$ cat src/rtl/pool_relu_2x2.sv
// ============================================================================
// pool_relu_2x2 : streaming 2x2 signed max-pool with optional ReLU
//                 (define POOL_RELU_EN to clamp negative samples to zero)
// Revision      : 1.0
// ============================================================================
`default_nettype none

module pool_relu_2x2 #(
   parameter int DATA_W  = 10,
   parameter int ROW_LEN = 8
) (
   input  logic              clk_i,
   input  logic              nreset_i,
   input  logic              start_i,
   input  logic              px_rdy_i,
   input  logic [DATA_W-1:0] in_px_i,
   output logic [DATA_W-1:0] out_px_o,
   output logic              px_rdy_o,
   output logic              busy_o
);

   localparam int c_col_w = (ROW_LEN > 2) ? $clog2(ROW_LEN) : 1;
   localparam int c_half  = ROW_LEN / 2;
   localparam int c_idx_w = (c_half > 1) ? $clog2(c_half) : 1;

   localparam logic [1:0] c_idle     = 2'd0;
   localparam logic [1:0] c_even_row = 2'd1;
   localparam logic [1:0] c_odd_row  = 2'd2;

   if (((ROW_LEN % 2) != 0) || (ROW_LEN < 2)) begin : g_row_len_check
      $error("pool_relu_2x2: ROW_LEN must be even and >= 2");
   end

   logic [1:0]               state_q, state_d;
   logic [c_col_w-1:0]       col_q, col_d;
   logic signed [DATA_W-1:0] pair_q, pair_d;
   logic signed [DATA_W-1:0] out_q, out_d;
   logic                     rdy_q, rdy_d;
   logic signed [DATA_W-1:0] buf_q [c_half];

   logic                     w_acc;
   logic                     w_last_col;
   logic                     w_odd_col;
   logic [c_idx_w-1:0]       w_idx;
   logic signed [DATA_W-1:0] w_px;
   logic signed [DATA_W-1:0] w_pair_max;
   logic signed [DATA_W-1:0] w_buf_rd;
   logic signed [DATA_W-1:0] w_max3;

   // Preprocess: ReLU clamp or straight pass-through
`ifdef POOL_RELU_EN
   assign w_px = in_px_i[DATA_W-1] ? '0 : $signed(in_px_i);
`else
   assign w_px = $signed(in_px_i);
`endif

   assign w_acc      = px_rdy_i && start_i && (state_q != c_idle);
   assign w_last_col = (col_q == c_col_w'(ROW_LEN - 1));
   assign w_odd_col  = col_q[0];
   assign w_idx      = c_idx_w'(col_q >> 1);
   assign w_buf_rd   = buf_q[w_idx];
   assign w_pair_max = (w_px > pair_q) ? w_px : pair_q;
   assign w_max3     = (w_buf_rd > w_pair_max) ? w_buf_rd : w_pair_max;

   // State register
   always_ff @(posedge clk_i or negedge nreset_i) begin
      if (!nreset_i) begin
         state_q <= c_idle;
      end else begin
         state_q <= state_d;
      end
   end

   // Next-state logic
   always_comb begin
      state_d = state_q;
      if (!start_i) begin
         state_d = c_idle;
      end else begin
         case (state_q)
            c_idle:     state_d = c_even_row;
            c_even_row: if (w_acc && w_last_col) state_d = c_odd_row;
            c_odd_row:  if (w_acc && w_last_col) state_d = c_even_row;
            default:    state_d = c_idle;
         endcase
      end
   end

   // Output logic
   always_comb begin
      busy_o   = (state_q != c_idle);
      out_px_o = out_q;
      px_rdy_o = rdy_q;
   end

   // Datapath next values
   always_comb begin
      col_d  = col_q;
      pair_d = pair_q;
      rdy_d  = 1'b0;
      out_d  = out_q;
      if (!start_i) begin
         col_d = '0;
      end else if (w_acc) begin
         col_d = w_last_col ? '0 : col_q + 1'b1;
         if (!w_odd_col) begin
            pair_d = w_px;
         end else if (state_q == c_odd_row) begin
            rdy_d = 1'b1;
            out_d = w_max3;
         end
      end
   end

   always_ff @(posedge clk_i or negedge nreset_i) begin
      if (!nreset_i) begin
         col_q  <= '0;
         pair_q <= '0;
         out_q  <= '0;
         rdy_q  <= 1'b0;
      end else begin
         col_q  <= col_d;
         pair_q <= pair_d;
         out_q  <= out_d;
         rdy_q  <= rdy_d;
      end
   end

   // Every entry is rewritten in an even row before an odd row reads it,
   // so the buffer needs no reset.
   always_ff @(posedge clk_i) begin
      if (w_acc && w_odd_col && (state_q == c_even_row)) begin
         buf_q[w_idx] <= w_pair_max;
      end
   end

endmodule

`default_nettype wire

$ cat config.mk
export PLATFORM = sky130hd
export DESIGN_NAME = pool_relu_2x2
export DESIGN_NICKNAME = d
export VERILOG_FILES = /design/src/rtl/pool_relu_2x2.sv
export SDC_FILE = /design/constraint.sdc
export NUM_CORES = 1
export LEC_CHECK = 0
export CORE_MARGIN = 1.5
export CORE_UTILIZATION = 52
export DETAILED_ROUTE_END_ITERATION = 12
export GPL_TIMING_DRIVEN = 1
export PLACE_DENSITY_LB_ADDON = 0.3
export SKIP_LAST_GASP = 1
export SYNTH_ARGS = -nofsm -noshare
export SYNTH_HDL_FRONTEND = slang
export SYNTH_SLANG_ARGS = --single-unit
$ cat constraint.sdc
create_clock -name clk_i -period 3.83 [get_ports clk_i]
set_input_delay 0.383 -clock clk_i [delete_from_list [all_inputs] [get_ports clk_i]]
set_output_delay 0.383 -clock clk_i [all_outputs]
set_load 0.01 [all_outputs]
==> results of run 1 <==
-- path summary, 6_finish.rpt --
check	slack, ns	to
setup / recovery	-0.09	out_px_o[2]
hold / removal	0.41	out_px_o[7]
setup reg to reg	-0.09	out_px_o[2]
hold reg to reg	0.52	out_px_o[6]
max in group asynchronous	3.15	pair_q[4]
min in group clk_i	0.46	pair_q[3]
-- power groups by stage --
stage,combinational (mW),clock (mW),sequential [mW]
6_report,0.705,0.647,0.837
5_1_grt,0.754,0.688,0.840
4_1_cts,0.601,0.654,0.835
3_5_place_dp,0.508,0,0.850
3_3_place_gp,0.488,0,0.848
2_1_floorplan,0.310,0,0.843
-- cells in the final DEF, fill, tap and decap left out, types with 3 or more instances in the layout --
cell type / count
nor2b_1: 5
clkinv_2: 3
inv_1: 11
o21ai_0: 12
inv_4: 3
edfxtp_1: 40
buf_4: 32
mux2i_1: 3
mux2_4: 9
dlygate4sd2_1: 7
mux4_2: 9
ha_4: 12
nand2_1: 17
nor2_1: 7
inv_2: 8
a211oi_2: 3
a221o_1: 8
clkbuf_8: 9
and3_4: 6
ha_1: 9
dfrtp_1: 26
clkdlybuf4s50_1: 17
buf_6: 3
and3_1: 4
-- stage by stage --
step / power, mW / area, um^2 / instances / setup WS (ns) / setup TNS (ns)
floorplan: 1.15 / 3290 / 244 / 0.0327 / 0
global placement: 1.34 / 3840 / 366 / -0.436 / -4.06
detailed placement: 1.36 / 3840 / 366 / -0.518 / -4.79
CTS: 2.09 / 4210 / 386 / -0.0884 / -0.601
global route: 2.28 / 4370 / 388 / -0.227 / -1.98
finish: 2.19 / 4370 / 388 / -0.0866 / -0.607
-- worst register-to-register path, delay by kind of cell (launching register included) --
kind / cells / cell delay [ns]
AOI/OAI and AO/OA: 6 / 1.22
adders and majority gates: 2 / 0.46
buffers and inverters: 5 / 0.69
DFF: 1 / 0.40
muxes: 2 / 0.67
and+or+nand+nor: 3 / 0.35
-- per-layer routing --
metal / up-vias / track usage / part of all wire
met5: - / 0 / 0
met3: 16 / 0.0538 / 0.058
met1: 1036 / 0.296 / 0.41
li1: 1043 / - / -
met4: 0 / 0.112 / 0.023
met2: 77 / 0.378 / 0.51
-- area by class of cell --
type	count	area (um^2)	share of cell area
repair buffers	62	563	0.129
well taps	75	93.8	0.0215
multi-input cells	147	1560	0.356
clock inverters	7	92.6	0.0212
clock buffers	9	124	0.0283
flip-flops and latches	66	1850	0.424
inverters	22	90.1	0.0206
-- registers in the layout (all words and copies together) (netlist names) --
register	count
state_q	2
col_q	3
px_rdy_o	1
buf_q	40
out_px_o	10
pair_q	10
-- cell families after synthesis --
kind of cell             Yosys count  share of synthesized area
AO/OA/AOI/OAI                     40                     0.0948
multiplexers                      25                      0.129
AND/OR/NAND/NOR                   60                     0.0933
adder cells (fa/ha/maj)           22                     0.0838
buffers and inverters             31                     0.0358
flip-flops                        66                      0.564
-- what timing repair did --
action | in CTS | in global routing
cloned | 2 | 0
setup endpoints to repair | 10 | 10
resized for setup | 27 | 37
hold endpoints to repair | 0 | 0
buffers inserted | 2 | 2
pin swaps | 20 | 12
==> reports/metrics.cfg, run 1 <==
[worst_setup_path]
reg2reg_depth=18
crit_required_ns=4.06
critPathTopFamily=compound AO/OA/AOI/OAI gates
cp_cell_sequence=inv_2, ha_4, nand4_1, a211oi_2, a2111oi_4, mux2i_4, clkbuf_16, mux2_4, inv_1, ha_1, nand3_2, o41ai_2, o21a_1, a41oi_2, buf_6, nor2_2, buf_6, a221o_1
crit_path_start=pair_q[6]
critPathKind=reg -> reg
critPathMaxStageDelay_ns=0.40
startpoint_type=flop
cp.buffers_inverters=5
worst_ep_arrival_time_ns=4.14
cp.depth=18
crit_path_end_kind=flop
crit_fanout=6
slowest_stage=dfrtp_1
reg2reg_from=pair_q[6]
crit_top_cell=buf_6

[timing]
tightestPinTransition_ns=0.832
finalCritPeriodShare=1.02
fin_skew_ns=0.00744
relSlewSlack=0.446
report.final.slew_viol_count=0
rsz0062_at_grt=yes
hold_viol=0
finalSetupViolations=8
holdWs_ns=0.412
timing.fmax_mhz=255
fin_crit_ns=3.92
setup_slack_ns=-0.0866

[yosys]
ys_warn_count=0
syn_area_per_cell_um2=13.5
synth-edff-count=40
yosysSeqAreaShare=0.564
synth_area_leaders=edfxtp_1, dfrtp_1, ha_1
synth-async-reset-ratio=0.394
synth_top_area_frac=0.366
synth_area_um2=3290
ys_types=40
synthesis.instances=244
syn_nets=280
ys.flop_type=edfxtp_1
synth_area_leader_cell=edfxtp_1
synth.most_common_cell=edfxtp_1
synth_seq_cells=66
synth_common_cells=edfxtp_1, dfrtp_1, ha_1, inv_1, nand2_1

[global_routing]
gr-total-overflow=0
grt_pass1_vias=2234
grt_max_degree=27
antenna_found_initial=0
grt_pass1_wl_um=11200
grtUsageTotal=0.234

[worst_hold_path]
hp-class=in -> async

[power]
seqPwrFrac=0.383
ir_drop_uv=272
power.leakage_nw=1.76
clkPwrFrac=0.295
pwr-share-comb=0.322
p_sw_uw=649
internal_power_mw=1.54
powerDensity_nw_per_um2=501
netSwitchingFraction=0.296

[floorplan]
rows=28
initial_core_util=0.545
dieWidth_um=82.5
die_area_um2=6800
io_pins=26
dieHeight_um=82.5
core_um2=6030

[cts]
cts-root-buf=clkbuf_8
clk_pin_slew_ns=0.08
clockBufferDepth=2
clock_latency_ns=0.34
ctsHoldBuffers=0
cts_max_level=3
cts.sinks=66
cts_tree=yes
numCtsBuffers=9

[routing]
drc=0
antenna_left=0
totalWireLength_um=7500
vias_per_cell=5.60
wl_per_cell_um=19.3
dr.first_iter.drc_count=166
dr.pass1.iters=4
num_vias=2172

[outcome]
outcome=finished, violations left
violations=negative setup slack

[run]
cap_viol_max_count=0

[finish]
n_antenna_cell=0
drive_gt1_frac=0.396
filler_cell_count=432
area_growth_pct=33.1
final_util=0.725
fin_nets=344

[placed_design]
numPortBuffers=25
dp_hpwl_um=4780
gp_congestion=0.846

Power figures use the tool's default switching activity.
==> inputs of run 2 (changes only) <==
- CORE_UTILIZATION: 52 -> 54
- CTS_BUF_LIST: default -> sky130_fd_sc_hd__clkbuf_2 sky130_fd_sc_hd__clkbuf_4 sky130_fd_sc_hd__clkbuf_8
- MAX_ROUTING_LAYER: default -> met4
==> run 2 against run 1 <==
Net effect:
- critical path type is now in -> reg
- hold slack worse by 0.0043 ns
- flip-flop and latch count stayed put
- global-route usage is 1.6 points higher
- core utilization increased by 2.0 points
- clock power down 8.3%
- register-to-register slack worse by 0.07 ns
- fmax is 1.7% lower
- the run still ends with negative setup slack left
- via count rose by 4.8%
- sequential power is essentially flat
==> reports/metrics.cfg, run 2 (synthesis gave the netlist of run 1 again) <==
[placed_design]
gp_congestion=0.833  ; was 0.846
dp_hpwl_um=4740  ; was 4780 um
numPortBuffers=25  ; unchanged

[power]
p_sw_uw=638  ; was 649 uW
seqPwrFrac=0.387  ; was 0.383
powerDensity_nw_per_um2=494  ; was 501 nW/um^2
power.leakage_nw=1.76  ; about the same
pwr-share-comb=0.340  ; was 0.322
netSwitchingFraction=0.294  ; was 0.296
clkPwrFrac=0.274  ; was 0.295
ir_drop_uv=294  ; was 272 uV
internal_power_mw=1.53  ; was 1.54 mW
p_total_mw=2.17  ; was 2.19 mW

[worst_hold_path]
hp-class=in -> async  ; unchanged

[cts]
cts_max_level=3  ; unchanged
clk_pin_slew_ns=0.07  ; was 0.08 ns
cts-root-buf=clkbuf_8  ; unchanged
numCtsBuffers=9  ; unchanged
cts.sinks=66  ; unchanged
ctsHoldBuffers=0  ; unchanged
clockBufferDepth=2  ; unchanged
cts_tree=yes  ; unchanged
clock_latency_ns=0.35  ; was 0.34 ns

[timing]
holdWs_ns=0.408  ; was 0.412 ns
finalCritPeriodShare=1.04  ; was 1.02
tightestPinTransition_ns=1.02  ; was 0.832 ns
setup_slack_ns=-0.153  ; was -0.0866 ns
fin_skew_ns=0.00638  ; was 0.00744 ns
timing.fmax_mhz=251  ; was 255 MHz
relSlewSlack=0.321  ; was 0.446
finalSetupViolations=10  ; was 8
fin_crit_ns=3.98  ; was 3.92 ns
rsz0062_at_grt=yes  ; unchanged
report.final.slew_viol_count=0  ; unchanged
hold_viol=0  ; unchanged

[finish]
final_cell_mix=edfxtp_1, buf_4, dfrtp_1, nand2_1, clkdlybuf4s50_1  ; unchanged
n_antenna_cell=0  ; unchanged
drive_gt1_frac=0.405  ; was 0.396
final_common_cell=edfxtp_1  ; unchanged
largest_register_ffs=40  ; unchanged
fin_nets=347  ; was 344
largest-register=buf_q  ; unchanged
area_growth_pct=33.5  ; was 33.1%
final_util=0.746  ; was 0.725

[routing]
antenna_left=0  ; unchanged
drc=0  ; unchanged
vias_per_cell=5.82  ; was 5.60
num_vias=2276  ; was 2172
wl_per_cell_um=20.3  ; was 19.3 um
totalWireLength_um=7920  ; was 7500 um
dr.pass1.iters=6  ; was 4
dr.first_iter.drc_count=200  ; was 166

[worst_setup_path]
reg2reg_from=pair_q[9]  ; was pair_q[6]
crit_required_ns=4.06  ; about the same
reg2reg_depth=16  ; was 18
crit_fanout=5  ; was 6
r2r_end=out_px_o[1]  ; was out_px_o[2]
rrSetupSlack_ns=-0.15  ; was -0.09 ns
worst_ep_arrival_time_ns=4.21  ; was 4.14 ns
startpoint_type=input port  ; was flop
crit_path_end_kind=flop  ; unchanged
critPathKind=in -> reg  ; was reg -> reg

[floorplan]
core_um2=5890  ; was 6030 um^2
dieHeight_um=81.0  ; was 82.5 um
initial_core_util=0.558  ; was 0.545
die_area_um2=6560  ; was 6800 um^2
dieWidth_um=81.0  ; was 82.5 um
io_pins=26  ; unchanged
rows=28  ; unchanged

[global_routing]
met2_usage=0.408  ; was 0.378
grt_pass1_vias=2176  ; was 2234
met1_usage=0.295  ; was 0.296
use_met3=0.0663  ; was 0.0538
grt_busiest_layer=met2  ; unchanged
grtUsageTotal=0.250  ; was 0.234
grt_max_degree=27  ; unchanged
grt_pass1_wl_um=11200  ; about the same
gr-total-overflow=0  ; unchanged
antenna_found_initial=0  ; unchanged

[run]
cap_viol_max_count=0  ; unchanged

[outcome]
outcome=finished, violations left  ; unchanged
violations=negative setup slack  ; unchanged

## run 2: cell count changes in the layout (fill, tap and decap cells not counted), moves of 2 or more
cell,change
buf_6,+4
inv_2,+5
dlygate4sd2_1,-2
a211oi_2,-2
ha_4,+3
inv_4,-3
clkinv_2,-2
inv_1,-2
clkbuf_4,+3
ha_1,-3
## run 2: per-stage QoR
stage | setup slack (ns) | setup TNS (ns) | cells | area [um^2]
floorplan | 0.0327 | 0 | 244 | 3290
finish | -0.153 | -1.28 | 391 | 4390
detailed placement | -0.427 | -3.81 | 366 | 3840
CTS | -0.0559 | -0.337 | 391 | 4260
global placement | -0.368 | -3.30 | 366 | 3840
global route | -0.303 | -2.81 | 391 | 4390
## run 2: area by class of cell
class                      count  area [um^2]
multi-input combinational    147         1590
inverter                      22         82.6
clock buffer                  13          160
sequential                    66         1850
timing repair buffer          65          576
fill                         366         1500
tap                           75         93.8
clock inverter                 3         38.8
## run 2: critical path, stage by stage
cell,delay (ns)
clkdlybuf4s50_1,0.44
ha_1,0.32
nand2b_2,0.08
a211oi_2,0.08
a2111oi_4,0.40
mux2i_4,0.33
buf_6,0.17
mux2_4,0.33
ha_4,0.27
nand3_2,0.08
o41ai_2,0.39
o21a_1,0.21
a41oi_2,0.07
buf_4,0.21
and3_4,0.17
a221o_1,0.26
## run 2: metal layers
layer / wire, um / part of all wire
met3: 446 / 0.056
met2: 4140 / 0.52
met4: 197 / 0.025
met5: 0 / 0
met1: 3140 / 0.40
## run 2: how the worst max path moves through the flow
stage	from	cells past startpoint	to	slack (ns)
global route	pair_q[9]	16	out_px_o[1]	-0.30
detailed placement	in_px_i[5]	17	out_px_o[4]	-0.43
CTS	pair_q[7]	19	out_px_o[5]	-0.06
floorplan	in_px_i[5]	15	out_px_o[1]	0.03
global placement	in_px_i[5]	17	out_px_o[3]	-0.37
finish	in_px_i[1]	16	out_px_o[1]	-0.15
## run 2: timing repair
item / CTS / global route
endpoints found under the setup margin: 8 / 10
resized for setup: 40 / 25
pin swaps: 21 / 18
cloned: 1 / 0
setup buffers: 8 / 3
## run 2: power groups by stage
stage               sequential [mW]  clock [mW]  combinational, mW
floorplan                     0.843           0              0.310
global placement              0.849           0              0.492
detailed placement            0.850           0              0.511
CTS                           0.835       0.595              0.667
global route                  0.840       0.620              0.783
finish                        0.838       0.593              0.736
==> inputs of run 3 (changes only) <==
- SKIP_LAST_GASP: 1 -> default
==> run 3 against run 2 <==
Net effect:
- the flow still finishes with violations (negative setup slack)
- first-iteration DRC count is 4.0% lower
- hold slack better by 0.0018 ns
- core utilization hardly changed
- non-clock buffer count is 1 lower
- cell count is 0.26% lower
- critical path depth is 1 higher
==> reports/metrics.cfg, run 3 (synthesis gave the netlist of run 1 again) <==
[outcome]
outcome=finished, violations left  ; unchanged
violations=negative setup slack  ; unchanged

[worst_setup_path]
critPathKind=in -> reg  ; unchanged
r2r_end=out_px_o[0]  ; was out_px_o[1]
crit_path_end_kind=flop  ; unchanged
cp_cell_sequence=clkdlybuf4s50_1, ha_1, nand2b_2, a211oi_2, a2111oi_4, mux2i_4, buf_6, mux2_4, ha_4, nand3_2, o41ai_2, o21a_1, a41oi_2, buf_6, buf_6, a31oi_1, o31a_1  ; was clkdlybuf4s50_1, ha_1, nand2b_2, a211oi_2, a2111oi_4, mux2i_4, buf_6, mux2_4, ha_4, nand3_2, o41ai_2, o21a_1, a41oi_2, buf_4, and3_4, a221o_1
reg2reg_from=pair_q[9]  ; unchanged
critPathTopFamily=compound AO/OA/AOI/OAI gates  ; unchanged
worst_ep_arrival_time_ns=4.25  ; was 4.21 ns
cp.buffers_inverters=4  ; was 3
crit_top_cell=buf_6
crit_required_ns=4.11  ; was 4.06 ns
rrSetupSlack_ns=-0.13  ; was -0.15 ns
slowest_stage=clkdlybuf4s50_1  ; unchanged
reg2reg_depth=17  ; was 16
crit_path_start=in_px_i[1]  ; unchanged
crit_fanout=5  ; unchanged
startpoint_type=input port  ; unchanged
critPathMaxStageDelay_ns=0.44  ; about the same

[timing]
report.final.slew_viol_count=0  ; unchanged
fin_skew_ns=0.00672  ; was 0.00638 ns
finalCritPeriodShare=1.04  ; about the same
rsz0062_at_grt=yes  ; unchanged
timing.fmax_mhz=252  ; was 251 MHz
finalSetupViolations=10  ; unchanged
relSlewSlack=0.339  ; was 0.321
holdWs_ns=0.410  ; was 0.408 ns
setup_slack_ns=-0.139  ; was -0.153 ns
hold_viol=0  ; unchanged
fin_crit_ns=3.97  ; was 3.98 ns
fin_tns_setup_ns=-1.14  ; was -1.28 ns
tightestPinTransition_ns=0.988  ; was 1.02 ns

[routing]
dr.first_iter.drc_count=192  ; was 200
vias_per_cell=5.89  ; was 5.82
totalWireLength_um=7680  ; was 7920 um
num_vias=2298  ; was 2276
antenna_left=0  ; unchanged
drc=0  ; unchanged
wl_per_cell_um=19.7  ; was 20.3 um
dr.pass1.iters=4  ; was 6

[finish]
drive_gt1_frac=0.406  ; was 0.405
largest_register_ffs=40  ; unchanged
n_antenna_cell=0  ; unchanged
largest-register=buf_q  ; unchanged
final_cell_mix=edfxtp_1, buf_4, dfrtp_1, nand2_1, clkdlybuf4s50_1  ; unchanged
design_area_um2=4390  ; about the same
area_growth_pct=33.5  ; about the same
fin_nets=346  ; was 347
finalNonFillerCells=390  ; was 391
final_common_cell=edfxtp_1  ; unchanged

[placed_design]
numPortBuffers=25  ; unchanged
postPlaceCellArea_um2=3840  ; unchanged
dp_hpwl_um=4740  ; unchanged
place_inst=366  ; unchanged
gp_congestion=0.833  ; unchanged

[cts]
numCtsBuffers=9  ; unchanged
cts_tree=yes  ; unchanged
clk_pin_slew_ns=0.07  ; about the same
clockBufferDepth=2  ; unchanged
cts-root-buf=clkbuf_8  ; unchanged
ctsHoldBuffers=0  ; unchanged
cts.sinks=66  ; unchanged
cts_max_level=3  ; unchanged
clock_latency_ns=0.35  ; about the same

[global_routing]
grtUsageTotal=0.252  ; was 0.250
grt_pass1_vias=2191  ; was 2176
gr-total-overflow=0  ; unchanged
grt_max_degree=27  ; unchanged
grt_pass1_wl_um=11300  ; was 11200 um
antenna_found_initial=0  ; unchanged

[floorplan]
die_area_um2=6560  ; unchanged
core_um2=5890  ; unchanged
dieWidth_um=81.0  ; unchanged
rows=28  ; unchanged
dieHeight_um=81.0  ; unchanged
initial_core_util=0.558  ; unchanged
io_pins=26  ; unchanged

[power]
ir_drop_uv=340  ; was 294 uV
p_total_mw=2.14  ; was 2.17 mW
powerDensity_nw_per_um2=489  ; was 494 nW/um^2
power.leakage_nw=1.76  ; about the same

[run]
cap_viol_max_count=0  ; unchanged

[worst_hold_path]
hp-class=in -> async  ; unchanged

[run 3: changes by cell type in the layout (fill, tap and decap cells not counted), sizes merged]
cell,before,now
buf,40,39
[run 3: metrics by stage]
| stage | util | setup WS, ns |
|---|---|---|
| floorplan | - | 0.0327 |
| global placement | 0.653 | -0.368 |
| detailed placement | 0.653 | -0.427 |
| CTS | 0.726 | -0.0465 |
| global route | 0.745 | -0.307 |
| finish | 0.745 | -0.139 |
[run 3: layout make-up]
cell class	instances	area, um^2
Timing Repair Buffer	64	568
Fill cell	371	1500
Clock buffer	13	160
Multi-Input combinational cell	147	1590
Sequential cell	66	1850
Tap cell	75	93.8
Inverter	22	82.6
Clock inverter	3	38.8
[run 3: power breakdown]
group | internal, mW | switching, mW
sequential | 0.819 | 0.0188
clock | 0.337 | 0.255
combinational | 0.364 | 0.351
total | 1.52 | 0.625
[run 3: repair_timing]
action | 4_1_cts | 5_1_grt
gates resized for setup | 42 | 24
setup buffers | 8 | 2
setup endpoints to repair | 8 | 10
pin swaps | 22 | 17
cloned | 1 | 0
[run 3: worst max-delay path by stage]
stage / slack, ns / cells past startpoint / endpoint
3_5_place_dp: -0.43 / 17 / out_px_o[4]
4_1_cts: -0.05 / 19 / out_px_o[6]
5_1_grt: -0.31 / 16 / out_px_o[1]
2_1_floorplan: 0.03 / 15 / out_px_o[1]
3_3_place_gp: -0.37 / 17 / out_px_o[3]
6_report: -0.14 / 17 / out_px_o[0]
[run 3: per-layer routing]
layer | GRT usage | share of wire | up-vias
met4 | 0.0983 | 0.042 | 0
met5 | - | 0 | -
met1 | 0.295 | 0.37 | 1131
li1 | - | - | 1043
met3 | 0.0663 | 0.078 | 25
met2 | 0.414 | 0.51 | 99
